## src/rtl/snn_host_pkg.sv

```systemverilog
// Shared types and constants for the image transmit host: FSM states and the
// ASCII range accepted as a classification result.
package snn_host_pkg;

  typedef enum logic [2:0] {
    IDLE,
    FETCH,
    SEND,
    WAIT_TX,
    RESP,
    FIN
  } host_state_t;

  localparam logic [7:0] ASCII_ZERO = 8'h30;
  localparam logic [7:0] ASCII_NINE = 8'h39;
  localparam logic [3:0] DIGIT_ERR  = 4'hF;

  function automatic logic is_ascii_digit(input logic [7:0] b);
    return (b >= ASCII_ZERO) && (b <= ASCII_NINE);
  endfunction

endpackage

```

## src/rtl/img_byte_packer.sv

```systemverilog
// Serial-to-byte packer: collects 8 image bits LSB-first into one byte.
module img_byte_packer (
  input  logic       clk,
  input  logic       rst_n,
  input  logic       clear,
  input  logic       shift_en,
  input  logic       mem_q,
  output logic [7:0] data,
  output logic       byte_full
);

  logic [2:0] bit_cnt;

  // First bit shifted in ends up in data[0] after eight shifts.
  always_ff @(posedge clk or negedge rst_n) begin
    if (!rst_n) begin
      data    <= '0;
      bit_cnt <= '0;
    end else if (clear) begin
      data    <= '0;
      bit_cnt <= '0;
    end else if (shift_en) begin
      data    <= {mem_q, data[7:1]};
      bit_cnt <= bit_cnt + 3'd1;
    end
  end

  assign byte_full = shift_en && (bit_cnt == 3'd7);

endmodule

```

## src/rtl/image_tx_host.sv

```systemverilog
// Streams a 1-bit-wide image over a UART as bytes and collects the ASCII digit
// reply. Define RESP_TIMEOUT_EN to bound the wait for the reply.
module image_tx_host
  import snn_host_pkg::*;
#(
  parameter int unsigned NUM_BITS     = 784,
  parameter int unsigned RESP_TIMEOUT = 5_000_000
) (
  input  logic       clk,
  input  logic       rst_n,
  input  logic       start,
  output logic [9:0] mem_addr,
  input  logic       mem_q,
  output logic       tx_start,
  output logic [7:0] tx_data,
  input  logic       tx_rdy,
  input  logic       rx_rdy,
  input  logic [7:0] rx_data,
  output logic       busy,
  output logic       done,
  output logic [3:0] digit,
  output logic       err
);

  localparam int unsigned NUM_BYTES = NUM_BITS / 8;
  localparam int unsigned BCW       = $clog2(NUM_BYTES + 1);
  localparam logic [9:0]  LAST_ADDR = 10'(NUM_BITS - 1);

  host_state_t    state, state_nxt;
  logic           phase;
  logic           wait_armed;
  logic [BCW-1:0] byte_cnt;
  logic           start_acc;
  logic           shift_en;
  logic           byte_full;
  logic           tmo_hit;
  logic [7:0]     rx_off;

  assign start_acc = (state == IDLE) && start;
  assign shift_en  = (state == FETCH) && phase;
  assign busy      = (state != IDLE);
  assign rx_off    = rx_data - ASCII_ZERO;

`ifdef RESP_TIMEOUT_EN
  localparam int unsigned TCW = $clog2(RESP_TIMEOUT + 1);
  logic [TCW-1:0] tmo_cnt;

  // Held at zero outside RESP, so it always starts from zero on entry.
  always_ff @(posedge clk or negedge rst_n) begin
    if (!rst_n)
      tmo_cnt <= '0;
    else if (state != RESP)
      tmo_cnt <= '0;
    else
      tmo_cnt <= tmo_cnt + 1'b1;
  end

  assign tmo_hit = (state == RESP) && (tmo_cnt == TCW'(RESP_TIMEOUT - 1));
`else
  logic unused_resp_timeout;
  assign unused_resp_timeout = ^32'(RESP_TIMEOUT);
  assign tmo_hit = 1'b0;
`endif

  img_byte_packer u_packer (
    .clk      (clk),
    .rst_n    (rst_n),
    .clear    (start_acc),
    .shift_en (shift_en),
    .mem_q    (mem_q),
    .data     (tx_data),
    .byte_full(byte_full)
  );

  always_ff @(posedge clk or negedge rst_n) begin
    if (!rst_n)
      state <= IDLE;
    else
      state <= state_nxt;
  end

  always_comb begin
    state_nxt = state;
    tx_start  = 1'b0;
    done      = 1'b0;
    unique case (state)
      IDLE:    if (start) state_nxt = FETCH;
      FETCH:   if (byte_full) state_nxt = SEND;
      SEND: begin
        if (tx_rdy) begin
          tx_start  = 1'b1;
          state_nxt = WAIT_TX;
        end
      end
      // tx_rdy may still read high in the cycle after tx_start; skip that cycle.
      WAIT_TX: begin
        if (wait_armed && tx_rdy)
          state_nxt = (byte_cnt == BCW'(NUM_BYTES)) ? RESP : FETCH;
      end
      RESP:    if (rx_rdy || tmo_hit) state_nxt = FIN;
      FIN: begin
        done      = 1'b1;
        state_nxt = IDLE;
      end
      default: state_nxt = IDLE;
    endcase
  end

  always_ff @(posedge clk or negedge rst_n) begin
    if (!rst_n) begin
      mem_addr   <= '0;
      phase      <= 1'b0;
      wait_armed <= 1'b0;
      byte_cnt   <= '0;
      digit      <= '0;
      err        <= 1'b0;
    end else begin
      wait_armed <= (state == WAIT_TX);
      if (start_acc) begin
        mem_addr <= '0;
        phase    <= 1'b0;
        byte_cnt <= '0;
        digit    <= '0;
        err      <= 1'b0;
      end
      // Address advances after each capture but parks on the last image bit.
      if (state == FETCH) begin
        phase <= ~phase;
        if (phase && (mem_addr != LAST_ADDR))
          mem_addr <= mem_addr + 10'd1;
      end
      if (tx_start)
        byte_cnt <= byte_cnt + 1'b1;
      if (state == RESP) begin
        if (rx_rdy) begin
          if (is_ascii_digit(rx_data)) begin
            digit <= rx_off[3:0];
            err   <= 1'b0;
          end else begin
            digit <= DIGIT_ERR;
            err   <= 1'b1;
          end
        end else if (tmo_hit) begin
          digit <= DIGIT_ERR;
          err   <= 1'b1;
        end
      end
    end
  end

endmodule

```

## config.mk

```make
export PLATFORM = sky130hd
export DESIGN_NAME = image_tx_host
export DESIGN_NICKNAME = d
export VERILOG_FILES = /design/src/rtl/snn_host_pkg.sv /design/src/rtl/img_byte_packer.sv /design/src/rtl/image_tx_host.sv
export SDC_FILE = /design/constraint.sdc
export NUM_CORES = 1
export LEC_CHECK = 0
export BUFFER_PORTS_ARGS = -buffer_cell sky130_fd_sc_hd__buf_2
export CORE_MARGIN = 3
export CORE_UTILIZATION = 53
export DETAILED_ROUTE_END_ITERATION = 7
export GPL_ROUTABILITY_DRIVEN = 0
export PLACE_DENSITY = 0.86
export SYNTH_ARGS = -nofsm -noshare
export SYNTH_HDL_FRONTEND = slang
export SYNTH_SLANG_ARGS = --single-unit
```

## constraint.sdc

```tcl
create_clock -name clk -period 1.9 [get_ports clk]
set_input_delay 0.095 -clock clk [delete_from_list [all_inputs] [get_ports clk]]
set_output_delay 0.095 -clock clk [all_outputs]
set_load 0.05 [all_outputs]
```

==> impl_metrics.json <==
{
  "grt.total_usage": 0.208,
  "seqPwrFrac": 0.399,
  "wl_per_cell_um": 14.2,
  "crit_path_cell_trace": "or4b_4 > nor3b_4 > a41oi_2 > mux2i_1",
  "cp_max_fo": 5,
  "powerDensity_mw_per_mm2": 1400,
  "initial_utilization": 0.579,
  "worst-endpoint-arrival_ns": 2.04,
  "pin_count": 40,
  "synth-warning-count": 0,
  "cts.clk_slew.worst_paths_ns": 0.12,
  "dieWidth_um": 64.9,
  "critical_path_buf_inv_count": 0,
  "drc": 0,
  "irDropWorstVdd_mv": 1.03,
  "antenna_violating_nets_post_route": 0,
  "origin_of_the_worst_min_delay_path": "rx_data[0]",
  "report.final.hold_viol_count": 0,
  "first_global_vias": 1495,
  "design.die.area_sq_mm": 0.00421,
  "synth_area_per_cell_sq_um": 10.3,
  "route.detailed.vias_per_inst": 5.71,
  "drt_pre_antenna_iters": 4,
  "cts.root.buffer_cell": "sky130_fd_sc_hd__clkbuf_4",
  "h-tree-depth": 2,
  "post-route-util": 0.699,
  "run_status": "finished clean",
  "worst_clock_skew_ns": 0.0105,
  "tightestPinTransition_ns": 0.473,
  "pwr-share-clk": 0.143,
  "final_min_period_over_clock_period": 0.951,
  "postSynth.asyncResetShare": 1.00,
  "grt_first_pass_wirelength_mm": 6.74,
  "postSynthCellCount": 179,
  "cts_sinks": 38,
  "crit-reg2reg-capture": "mem_addr[0]$_DFF_PN0_",
  "synth_enable_flop_cells": 0,
  "routed_wirelength_mm": 3.89,
  "ys_seq_elements": 38,
  "start_kind": "register",
  "timing.hold.worst_endpoint": "digit[0]$_DFF_PN0_",
  "slowest_stage": "sky130_fd_sc_hd__or4b_4",
  "area.growth.synth_to_final_pct": 20.8,
  "combined_area_of_the_multi_input_logic_cells_sq_um": 842,
  "cell_leakage_power_nw": 1.10,
  "worst_path_largest_cell_delay_ns": 0.56,
  "cts_buffers": 5,
  "core_region_area_sq_mm": 0.00318,
  "min_delay_path_class": "input pin to register",
  "place.port_buffers": 39,
  "cts_buffer_depth": 2,
  "reg2reg_depth": 4,
  "die_height_um": 64.9,
  "synth.yosys.seq_area_share": 0.517,
  "drive_above_1_share": 0.273,
  "rsz0062_at_grt": "no",
  "max_freq_mhz": 553,
  "power.combinational.fraction": 0.458,
  "rr_startpoint": "mem_addr[5]$_DFF_PN0_",
  "total_power_mw": 3.10,
  "maxCapViolations": 0,
  "tns_ns": 0,
  "cpLargestDelayFamily": "simple AND/OR/NAND/NOR gates",
  "final.min_clock_period_ns": 1.81,
  "synthesis.nets": 198,
  "critPathRequiredTime_ns": 2.13,
  "cell_internal_pwr_mw": 1.65,
  "setup_viol": 0,
  "grt_antenna_before_repair": 0,
  "switch_share": 0.469,
  "timing.hold.worst_path_depth": 3,
  "relative_max_transition_margin": 0.685,
  "worst_setup_path_end_kind": "register",
  "synth_area_sq_mm": 0.00184,
  "synth_cell_types": 39,
  "floorplan.rows": 20,
  "layout.area.seq_sq_um": 955,
  "timing_worst_setup_path_type": "register to register",
  "r2r_setup_slack_ns": 0.09,
  "insertion_delay_of_the_later_clocked_pin_in_the_worst_skew_pair_ns": 0.35,
  "switching_power_mw": 1.45,
  "postCtsSetupRepairBufs": 0,
  "hpwlAfterDp_mm": 2.77,
  "n_fill_cell": 260,
  "num_antenna_cells": 0,
  "design.final.nets": 249,
  "via_count": 1571,
  "postSynth.topFlopCell": "sky130_fd_sc_hd__dfrtp_1",
  "grt_ovf": 0,
  "grt_start_max_net_pins": 39,
  "slew_violations": 0,
  "drt_iter0_drc": 128,
  "cts_tree": "built",
  "timing.critical_path.from": "mem_addr[5]$_DFF_PN0_"
}
[state kept, by name, summed over array words and instances (netlist names)]
register and cells:
mem_addr 10, u_packer.data 8, byte_cnt 7, digit 4, state 3, u_packer.bit_cnt 3
err 1, phase 1, wait_armed 1
[kinds of logic after synthesis]
group                      count (synthesis)  share of synthesized area
buffers and inverters                     11                     0.0299
xor gates and xnor gates                   2                    0.00953
AOI/OAI and AO/OA                         48                      0.179
muxes                                      6                     0.0327
and+or+nand+nor                           69                      0.198
adders and majority gates                  5                     0.0340
DFF                                       38                      0.517
[cell usage after synthesis, types with 2 or more instances]
cell / count / area share
sky130_fd_sc_hd__dfrtp_1: 38 / 0.52
sky130_fd_sc_hd__nand2_1: 19 / 0.039
sky130_fd_sc_hd__nor2_1: 17 / 0.035
sky130_fd_sc_hd__nand3_1: 15 / 0.041
sky130_fd_sc_hd__o21ai_0: 11 / 0.030
sky130_fd_sc_hd__a21oi_1: 10 / 0.027
sky130_fd_sc_hd__a22o_1: 10 / 0.048
sky130_fd_sc_hd__mux2i_1: 6 / 0.033
sky130_fd_sc_hd__ha_1: 5 / 0.034
sky130_fd_sc_hd__and3_1: 4 / 0.014
sky130_fd_sc_hd__inv_1: 4 / 0.0082
sky130_fd_sc_hd__a31oi_1: 3 / 0.010
sky130_fd_sc_hd__clkbuf_1: 3 / 0.0061
sky130_fd_sc_hd__o31ai_1: 3 / 0.012
sky130_fd_sc_hd__a211oi_1: 2 / 0.0082
sky130_fd_sc_hd__buf_2: 2 / 0.0054
sky130_fd_sc_hd__nand4_1: 2 / 0.0068
sky130_fd_sc_hd__nor4b_1: 2 / 0.0095
sky130_fd_sc_hd__o211ai_1: 2 / 0.0082
sky130_fd_sc_hd__xor2_1: 2 / 0.0095
[how the worst max path moves through the flow]
stage	endpoint	slack, ns	depth (start not counted)
6_report	mem_addr[0]$_DFF_PN0_	0.09	4
5_1_grt	tx_start	0.02	4
4_1_cts	tx_start	0.08	4
3_5_place_dp	mem_addr[0]$_DFF_PN0_	0.12	4
3_3_place_gp	mem_addr[1]$_DFF_PN0_	0.19	4
2_1_floorplan	mem_addr[0]$_DFF_PN0_	0.01	4
[per-layer routing]
metal / routed length, um / GRT usage / vias up
met4: 65 / 0.0871 / 0
met3: 198 / 0.0416 / 7
met1: 1800 / 0.263 / 755
li1: - / - / 769
met5: 0 / 0 / -
met2: 1830 / 0.345 / 40
[tightest hold or removal path: stages]
cell,delay (ns)
sky130_fd_sc_hd__buf_2,0.07
sky130_fd_sc_hd__nor2_1,0.03
sky130_fd_sc_hd__a21oi_1,0.13
[layout by cell type, fill, tap and decap left out, types with 3 or more instances in the layout]
master	synthesis	routed
sky130_fd_sc_hd__mux2i_1	6	6
sky130_fd_sc_hd__nand3_1	15	15
sky130_fd_sc_hd__a21oi_1	10	10
sky130_fd_sc_hd__a22o_1	10	10
sky130_fd_sc_hd__o31ai_1	3	3
sky130_fd_sc_hd__buf_4	1	8
sky130_fd_sc_hd__buf_2	2	39
sky130_fd_sc_hd__nand2_1	19	19
sky130_fd_sc_hd__dlygate4sd3_1	0	4
sky130_fd_sc_hd__nor2_1	17	16
sky130_fd_sc_hd__inv_1	4	4
sky130_fd_sc_hd__ha_1	5	5
sky130_fd_sc_hd__dfrtp_2	0	3
sky130_fd_sc_hd__and3_1	4	4
sky130_fd_sc_hd__o21ai_0	11	11
sky130_fd_sc_hd__clkbuf_4	0	5
sky130_fd_sc_hd__dfrtp_1	38	35
sky130_fd_sc_hd__a31oi_1	3	3
[final cells by class]
class	instances	area share
Inverter	4	0.00676
Sequential cell	38	0.430
Multi-Input combinational cell	130	0.379
Timing Repair Buffer	51	0.133
Clock buffer	7	0.0248
Tap cell	44	0.0248
Clock inverter	1	0.00225
[stage by stage]
stage	instance area, sq um	setup slack [ns]	std cells	hold slack (ns)
2_1_floorplan	1840	0.0137	179	-0.201
3_3_place_gp	2120	0.193	263	0.168
3_5_place_dp	2120	0.119	263	0.173
4_1_cts	2220	0.0801	275	0.0228
5_1_grt	2220	0.0169	275	0.0485
6_report	2220	0.0930	275	0.0288
[power groups by stage]
stage / Clock, mW / Sequential (mW) / Combinational [mW]
after floorplan: 0 / 1.68 / 0.606
after global placement: 0 / 1.23 / 1.38
after detailed placement: 0 / 1.25 / 1.42
after CTS: 0.457 / 1.23 / 1.42
after global routing: 0.490 / 1.28 / 1.56
final: 0.442 / 1.24 / 1.42
[what timing repair did]
item | in CTS | in global routing
setup endpoints to repair | 0 | 1
resized for setup | 0 | 1
endpoints found under the hold margin | 41 | 0
hold buffers | 4 | 0
Note: power is estimated with default switching activity, not from simulation.
